==> src/rtl/imem_pkg.sv <==
// Shared types, default parameters and parity helper for the instruction memory.
package imem_pkg;

  typedef enum logic {
    CLEAR = 1'b0,
    RUN   = 1'b1
  } state_t;

  localparam int DEF_DATA_WIDTH = 32;
  localparam int DEF_DEPTH      = 128;
  localparam int DEF_ADX_WIDTH  = 7;
  localparam logic [DEF_DATA_WIDTH-1:0] DEF_NOP_WORD = '0;

  // Callers zero-extend into this width; zero padding leaves parity unchanged.
  localparam int PARITY_MAX_W = 256;

  // Even parity: the returned bit makes the total count of ones even.
  function automatic logic even_parity(input logic [PARITY_MAX_W-1:0] word);
    return ^word;
  endfunction

endpackage

==> src/rtl/imem_sram_array.sv <==
// DEPTH x WIDTH storage array, one synchronous write port and one registered read port.
// A same-address read and write in one cycle returns the old contents.
module imem_sram_array #(
  parameter int WIDTH     = 32,
  parameter int DEPTH     = 128,
  parameter int ADX_WIDTH = 7
) (
  input  logic                 clk,
  input  logic                 wr_en,
  input  logic [ADX_WIDTH-1:0] wr_adx,
  input  logic [WIDTH-1:0]     wr_data,
  input  logic                 rd_en,
  input  logic [ADX_WIDTH-1:0] rd_adx,
  output logic [WIDTH-1:0]     rd_data
);

  logic [WIDTH-1:0] mem [DEPTH];
  logic [WIDTH-1:0] rd_data_reg;

  always_ff @(posedge clk) begin
    if (wr_en) begin
      mem[wr_adx] <= wr_data;
    end
    if (rd_en) begin
      rd_data_reg <= mem[rd_adx];
    end
  end

  assign rd_data = rd_data_reg;

endmodule

==> src/rtl/imem_fetch_unit.sv <==
// Instruction memory with clear-on-reset engine, program-load port and a pipelined fetch port.
// Optional stored parity is enabled by defining IMEM_PARITY_EN.
module imem_fetch_unit
  import imem_pkg::*;
#(
  parameter int DATA_WIDTH = DEF_DATA_WIDTH,
  parameter int DEPTH      = DEF_DEPTH,
  parameter int ADX_WIDTH  = DEF_ADX_WIDTH,
  parameter logic [DATA_WIDTH-1:0] NOP_WORD = DATA_WIDTH'(DEF_NOP_WORD)
) (
  input  logic                  clk,
  input  logic                  rst,
  input  logic                  fetch_req,
  input  logic [ADX_WIDTH-1:0]  fetch_adx,
  output logic                  fetch_ready,
  output logic                  fetch_valid,
  output logic [DATA_WIDTH-1:0] fetch_data,
  output logic                  addr_err,
  input  logic                  load_en,
  input  logic [ADX_WIDTH-1:0]  load_adx,
  input  logic [DATA_WIDTH-1:0] load_data,
  output logic                  busy
`ifdef IMEM_PARITY_EN
  ,
  output logic                  parity_err
`endif
);

`ifdef IMEM_PARITY_EN
  localparam int WORD_W = DATA_WIDTH + 1;
`else
  localparam int WORD_W = DATA_WIDTH;
`endif

  // One extra counter bit lets DEPTH = 2^ADX_WIDTH be reached without wrapping.
  localparam logic [ADX_WIDTH:0] LAST_ADX  = (ADX_WIDTH+1)'(DEPTH - 1);
  localparam logic [ADX_WIDTH:0] DEPTH_EXT = (ADX_WIDTH+1)'(DEPTH);
  localparam logic [ADX_WIDTH:0] CNT_ONE   = (ADX_WIDTH+1)'(1);

  state_t                 state_reg, state_next;
  logic [ADX_WIDTH:0]     clr_cnt_reg, clr_cnt_next;

  logic                   wr_en;
  logic [ADX_WIDTH-1:0]   wr_adx;
  logic [DATA_WIDTH-1:0]  wr_word;
  logic [WORD_W-1:0]      wr_data;
  logic [WORD_W-1:0]      rd_data;

  logic                   fetch_accept;
  logic                   fetch_in_range;
  logic                   load_in_range;

  logic                   s1_valid_reg;
  logic                   s1_oor_reg;
  logic                   fetch_valid_reg;
  logic [DATA_WIDTH-1:0]  fetch_data_reg;
  logic                   addr_err_reg;

  assign fetch_in_range = {1'b0, fetch_adx} < DEPTH_EXT;
  assign load_in_range  = {1'b0, load_adx} < DEPTH_EXT;
  assign fetch_ready    = (state_reg == RUN);
  assign busy           = (state_reg == CLEAR);
  assign fetch_accept   = fetch_req && fetch_ready;

  always_comb begin
    state_next   = state_reg;
    clr_cnt_next = clr_cnt_reg;
    wr_en        = 1'b0;
    wr_adx       = load_adx;
    wr_word      = load_data;
    case (state_reg)
      CLEAR: begin
        wr_en        = 1'b1;
        wr_adx       = clr_cnt_reg[ADX_WIDTH-1:0];
        wr_word      = NOP_WORD;
        clr_cnt_next = clr_cnt_reg + CNT_ONE;
        if (clr_cnt_reg == LAST_ADX) begin
          state_next = RUN;
        end
      end
      RUN: begin
        wr_en = load_en && load_in_range;
      end
      default: begin
        state_next = CLEAR;
      end
    endcase
  end

`ifdef IMEM_PARITY_EN
  assign wr_data = {even_parity(PARITY_MAX_W'(wr_word)), wr_word};
`else
  assign wr_data = wr_word;
`endif

  imem_sram_array #(
    .WIDTH     (WORD_W),
    .DEPTH     (DEPTH),
    .ADX_WIDTH (ADX_WIDTH)
  ) u_ram (
    .clk     (clk),
    .wr_en   (wr_en),
    .wr_adx  (wr_adx),
    .wr_data (wr_data),
    .rd_en   (fetch_accept && fetch_in_range),
    .rd_adx  (fetch_adx),
    .rd_data (rd_data)
  );

  // Stage 1 tracks the RAM read; stage 2 forms the held output registers.
  always_ff @(posedge clk) begin
    if (rst) begin
      state_reg       <= CLEAR;
      clr_cnt_reg     <= '0;
      s1_valid_reg    <= 1'b0;
      s1_oor_reg      <= 1'b0;
      fetch_valid_reg <= 1'b0;
      fetch_data_reg  <= NOP_WORD;
      addr_err_reg    <= 1'b0;
    end else begin
      state_reg       <= state_next;
      clr_cnt_reg     <= clr_cnt_next;
      s1_valid_reg    <= fetch_accept;
      if (fetch_accept) begin
        s1_oor_reg <= !fetch_in_range;
      end
      fetch_valid_reg <= s1_valid_reg;
      if (s1_valid_reg) begin
        addr_err_reg   <= s1_oor_reg;
        fetch_data_reg <= s1_oor_reg ? NOP_WORD : rd_data[DATA_WIDTH-1:0];
      end
    end
  end

`ifdef IMEM_PARITY_EN
  logic parity_err_reg;

  always_ff @(posedge clk) begin
    if (rst) begin
      parity_err_reg <= 1'b0;
    end else if (s1_valid_reg) begin
      parity_err_reg <= !s1_oor_reg &&
        (even_parity(PARITY_MAX_W'(rd_data[DATA_WIDTH-1:0])) != rd_data[DATA_WIDTH]);
    end
  end

  assign parity_err = parity_err_reg;
`endif

  assign fetch_valid = fetch_valid_reg;
  assign fetch_data  = fetch_data_reg;
  assign addr_err    = addr_err_reg;

endmodule

==> config.mk <==
export PLATFORM = sky130hd
export DESIGN_NAME = imem_fetch_unit
export DESIGN_NICKNAME = d
export VERILOG_FILES = /design/src/rtl/imem_pkg.sv /design/src/rtl/imem_sram_array.sv /design/src/rtl/imem_fetch_unit.sv
export SDC_FILE = /design/constraint.sdc
export NUM_CORES = 2
export LEC_CHECK = 0
export CORE_MARGIN = 2
export CORE_UTILIZATION = 32
export CTS_CLUSTER_DIAMETER = 30
export DETAILED_ROUTE_END_ITERATION = 12
export HOLD_SLACK_MARGIN = 0.05
export MAX_ROUTING_LAYER = met4
export SLEW_MARGIN = 40
export SYNTH_ARGS = -nofsm -noshare
export SYNTH_HDL_FRONTEND = slang
export SYNTH_SLANG_ARGS = --single-unit
==> constraint.sdc <==
create_clock -name clk -period 4.6 [get_ports clk]
set_clock_uncertainty 0.2 [all_clocks]
set_input_delay 0.46 -clock clk [delete_from_list [all_inputs] [get_ports clk]]
set_output_delay 0.46 -clock clk [all_outputs]
set_load 0.05 [all_outputs]
==> impl_metrics.tcl <==
set metrics [dict create \
    syn2layout_area_growth_pct 24.41 \
    cp_slowest_stage_delay_ns 0.80 \
    drt_pass1_iterations 5 \
    grt_setup_unrepaired "false" \
    start_kind "register" \
    syn_inst 6191 \
    clockRootBuffer "clkbuf_16" \
    r2r_cells 6 \
    synth.net_count 6242 \
    critPathCaptureType "register" \
    viasPerCell 5.390 \
    hp-class "in -> reg" \
    leakagePower_nw 65.11 \
    grt_start_max_net_pins 113 \
    drive_gt1_share_pct 40.51 \
    synth_area_um2 158500 \
    r2r_slack_ns 0.65 \
    powerDensity_nw_per_um2 492.7 \
    rr_endpoint "u_ram.mem[63][1]" \
    whs_path_depth 2 \
    dieArea_um2 500900 \
    clk_pin_slew_ns 0.05 \
    htreeDepth 6 \
    cts_made_buffers 702 \
    crit_buf_inv 2 \
    clock_path_buffers 4 \
    fmax_mhz 253.5 \
    fin_setup_tns_ns 0 \
    dp_cells 12850 \
    largest_reg_flops 4096 \
    cts_setup_buffers 0 \
    arrival_ns 4.44 \
    status "completed" \
    cts-resized-gates 0 \
    grt_pass1_vias 77280 \
    portBuffers 84 \
    vias 76550 \
    rr_startpoint "fetch_ready" \
    tritoncts "yes" \
    cp_top_family "simple AND/OR/NAND/NOR gates" \
    hold_viol_final 0 \
    layout_setup_ws_ns 0.6550 \
    ant_nets 0 \
    antenna_found_initial 69 \
    layout_min_cycle_time_ns 3.945 \
    grt_pass1_wl_mm 623.3 \
    yosysUniqueCellTypes 31 \
    ys_seq_area_share_pct 78.75 \
    slew_headroom_pct 39.01 \
    start_util_pct 32.11 \
    path_max_fanout 32 \
    avgRoutedWirePerCell_um 31.89 \
    overflow 0 \
    clk-insertion-delay-late_ns 1.07 \
    worstMarginPinSlew_ns 0.9148 \
    path_class "reg -> reg" \
    wirelength_mm 452.9 \
    num_rows 258 \
    critPathRequiredTime_ns 5.10 \
    cts.sinks 4171 \
    core_um2 493600 \
    place_congestion 0.7999 \
    synth-seq-cells 4171 \
    dpl.hpwl_mm 254.0 \
    fin_nets 7126 \
    cap_violations 0 \
    hold_end "u_ram.mem[99][31]" \
    cp_slowest_cell "dfxtp_2" \
    power_mw 97.14 \
    synth-warning-count 0 \
    peakVddDrop_v 0.0004609 \
    grt_usage_pct 18.25 \
    remaining_drc_errors 0 \
    cp_cell_sequence "mux2i_1, nor2_1, nand3_2, buf_4, nor2_4, buf_12" \
    avgSynthCellArea_um2 25.60 \
    die_x_um 707.8 \
    final_max_slew_viol_count 0 \
    post-place-ws_ns 0.4062 \
    drtIter0Drc 11830 \
    finalSetupViolations 0 \
    die_y_um 707.8 \
    hp-start "load_data[31]" \
    ios 86 \
    period_share_pct 85.76 \
    stdcell_count 14200 \
]
[stage by stage]
stage	cell area, µm²	hold slack [ns]	util [%]
6_report	197200	0.04025	39.95
5_1_grt	197200	0.05188	39.95
4_1_cts	196700	0.05162	39.85
3_5_place_dp	172600	0.2838	34.96
3_3_place_gp	172300	0.2826	34.91
2_1_floorplan	158500	0.2563	-
[where the power goes]
part	internal [mW]	leakage [nW]	switching, mW
sequential	41.3	40.9	0.0262
clock	33.5	11.6	18.9
combinational	1.51	12.6	1.81
[layout make-up]
| type | count | area, µm² |
|---|---|---|
| fill | 42160 | 296400 |
| antenna | 34 | 85.08 |
| sequential | 4171 | 124800 |
| timing repair buffer | 508 | 6691 |
| inverter | 3 | 11.26 |
| clock buffer | 774 | 18010 |
| multi-input combinational | 1689 | 33330 |
| clock inverter | 523 | 6095 |
| tap | 6500 | 8133 |
[worst register-to-register path, cell delays in order (launching register included)]
cell and delay (ns):
dfxtp_2 0.80, mux2i_1 0.44, nor2_1 0.40, nand3_2 0.59, buf_4 0.42, nor2_4 0.44, buf_12 0.27
[layer usage]
layer,share of wire (%),GRT usage (%),vias up
met3,12,4.742,642
met2,46,27.15,4609
met5,0,-,-
li1,-,-,29280
met1,40,25.05,42020
met4,2.5,4.725,0
[logic make-up after synthesis]
family / Yosys count / synth area share (%)
other cells: 1 / 0.002366
flops: 4171 / 78.75
buf+inv: 331 / 0.8779
compound gates: 11 / 0.04894
xor+xnor: 6 / 0.03316
fa+ha+maj: 1 / 0.007893
mux: 1415 / 19.57
simple gates: 255 / 0.7010
[what timing repair did]
| item | CTS | global route |
|---|---|---|
| hold buffers | 5 | 3 |
| endpoints found under the hold margin | 104 | 36 |
| endpoints found under the setup margin | 0 | 0 |
[Yosys cell counts, drive strengths merged]
library cell / instances / area (µm²)
clkbuf: 202 / 758.2
o21ai: 3 / 15.01
nor2b: 4 / 25.02
edfxtp: 4128 / 124000
and2: 33 / 206.5
xnor2: 4 / 35.03
a21oi: 2 / 10.01
inv: 3 / 11.26
mux2i: 36 / 360.4
mux4: 1344 / 30270
nand4: 8 / 50.05
conb: 1 / 3.750
ha: 1 / 12.51
dfxtp: 43 / 860.8
nor3b: 1 / 7.510
o31ai: 2 / 15.01
or3: 4 / 25.02
nand2b: 2 / 12.51
nor2: 169 / 634.4
a32o: 2 / 20.02
mux2: 35 / 394.1
nand2: 19 / 71.32
nor3: 1 / 5.000
xor2: 2 / 17.52
nand4b: 1 / 8.760
o32ai: 2 / 17.52
buf: 126 / 621.8
nand3: 13 / 65.06
[cells in the final DEF, fill, tap and decap left out, types with 19 or more instances in the layout]
cell and n:
edfxtp_1 4128, mux4_2 1344, clkbuf_16 710, buf_4 209
buf_12 207, nor2_4 128, clkinv_2 110, clkinv_1 95
bufinv_16 89, clkdlybuf4s50_1 76, clkinvlp_4 70, clkbuf_1 64
inv_6 55, clkinv_4 53, nor2_1 41, dfxtp_1 41
mux2i_1 36, mux2_2 35, diode_2 34, and2_4 33
nand2_1 19
[worst max-delay path by stage]
| stage | startpoint | endpoint | depth (start not counted) |
|---|---|---|---|
| after floorplan | fetch_ready | u_ram.mem[0][10] | 5 |
| after global routing | fetch_ready | u_ram.mem[63][20] | 6 |
| after global placement | fetch_adx[0] | u_ram.rd_data[24] | 7 |
| after CTS | fetch_ready | fetch_ready | 2 |
| after detailed placement | fetch_adx[0] | u_ram.rd_data[24] | 7 |
| final | fetch_ready | u_ram.mem[63][1] | 6 |
No activity file was read; power rests on OpenSTA's default activity.
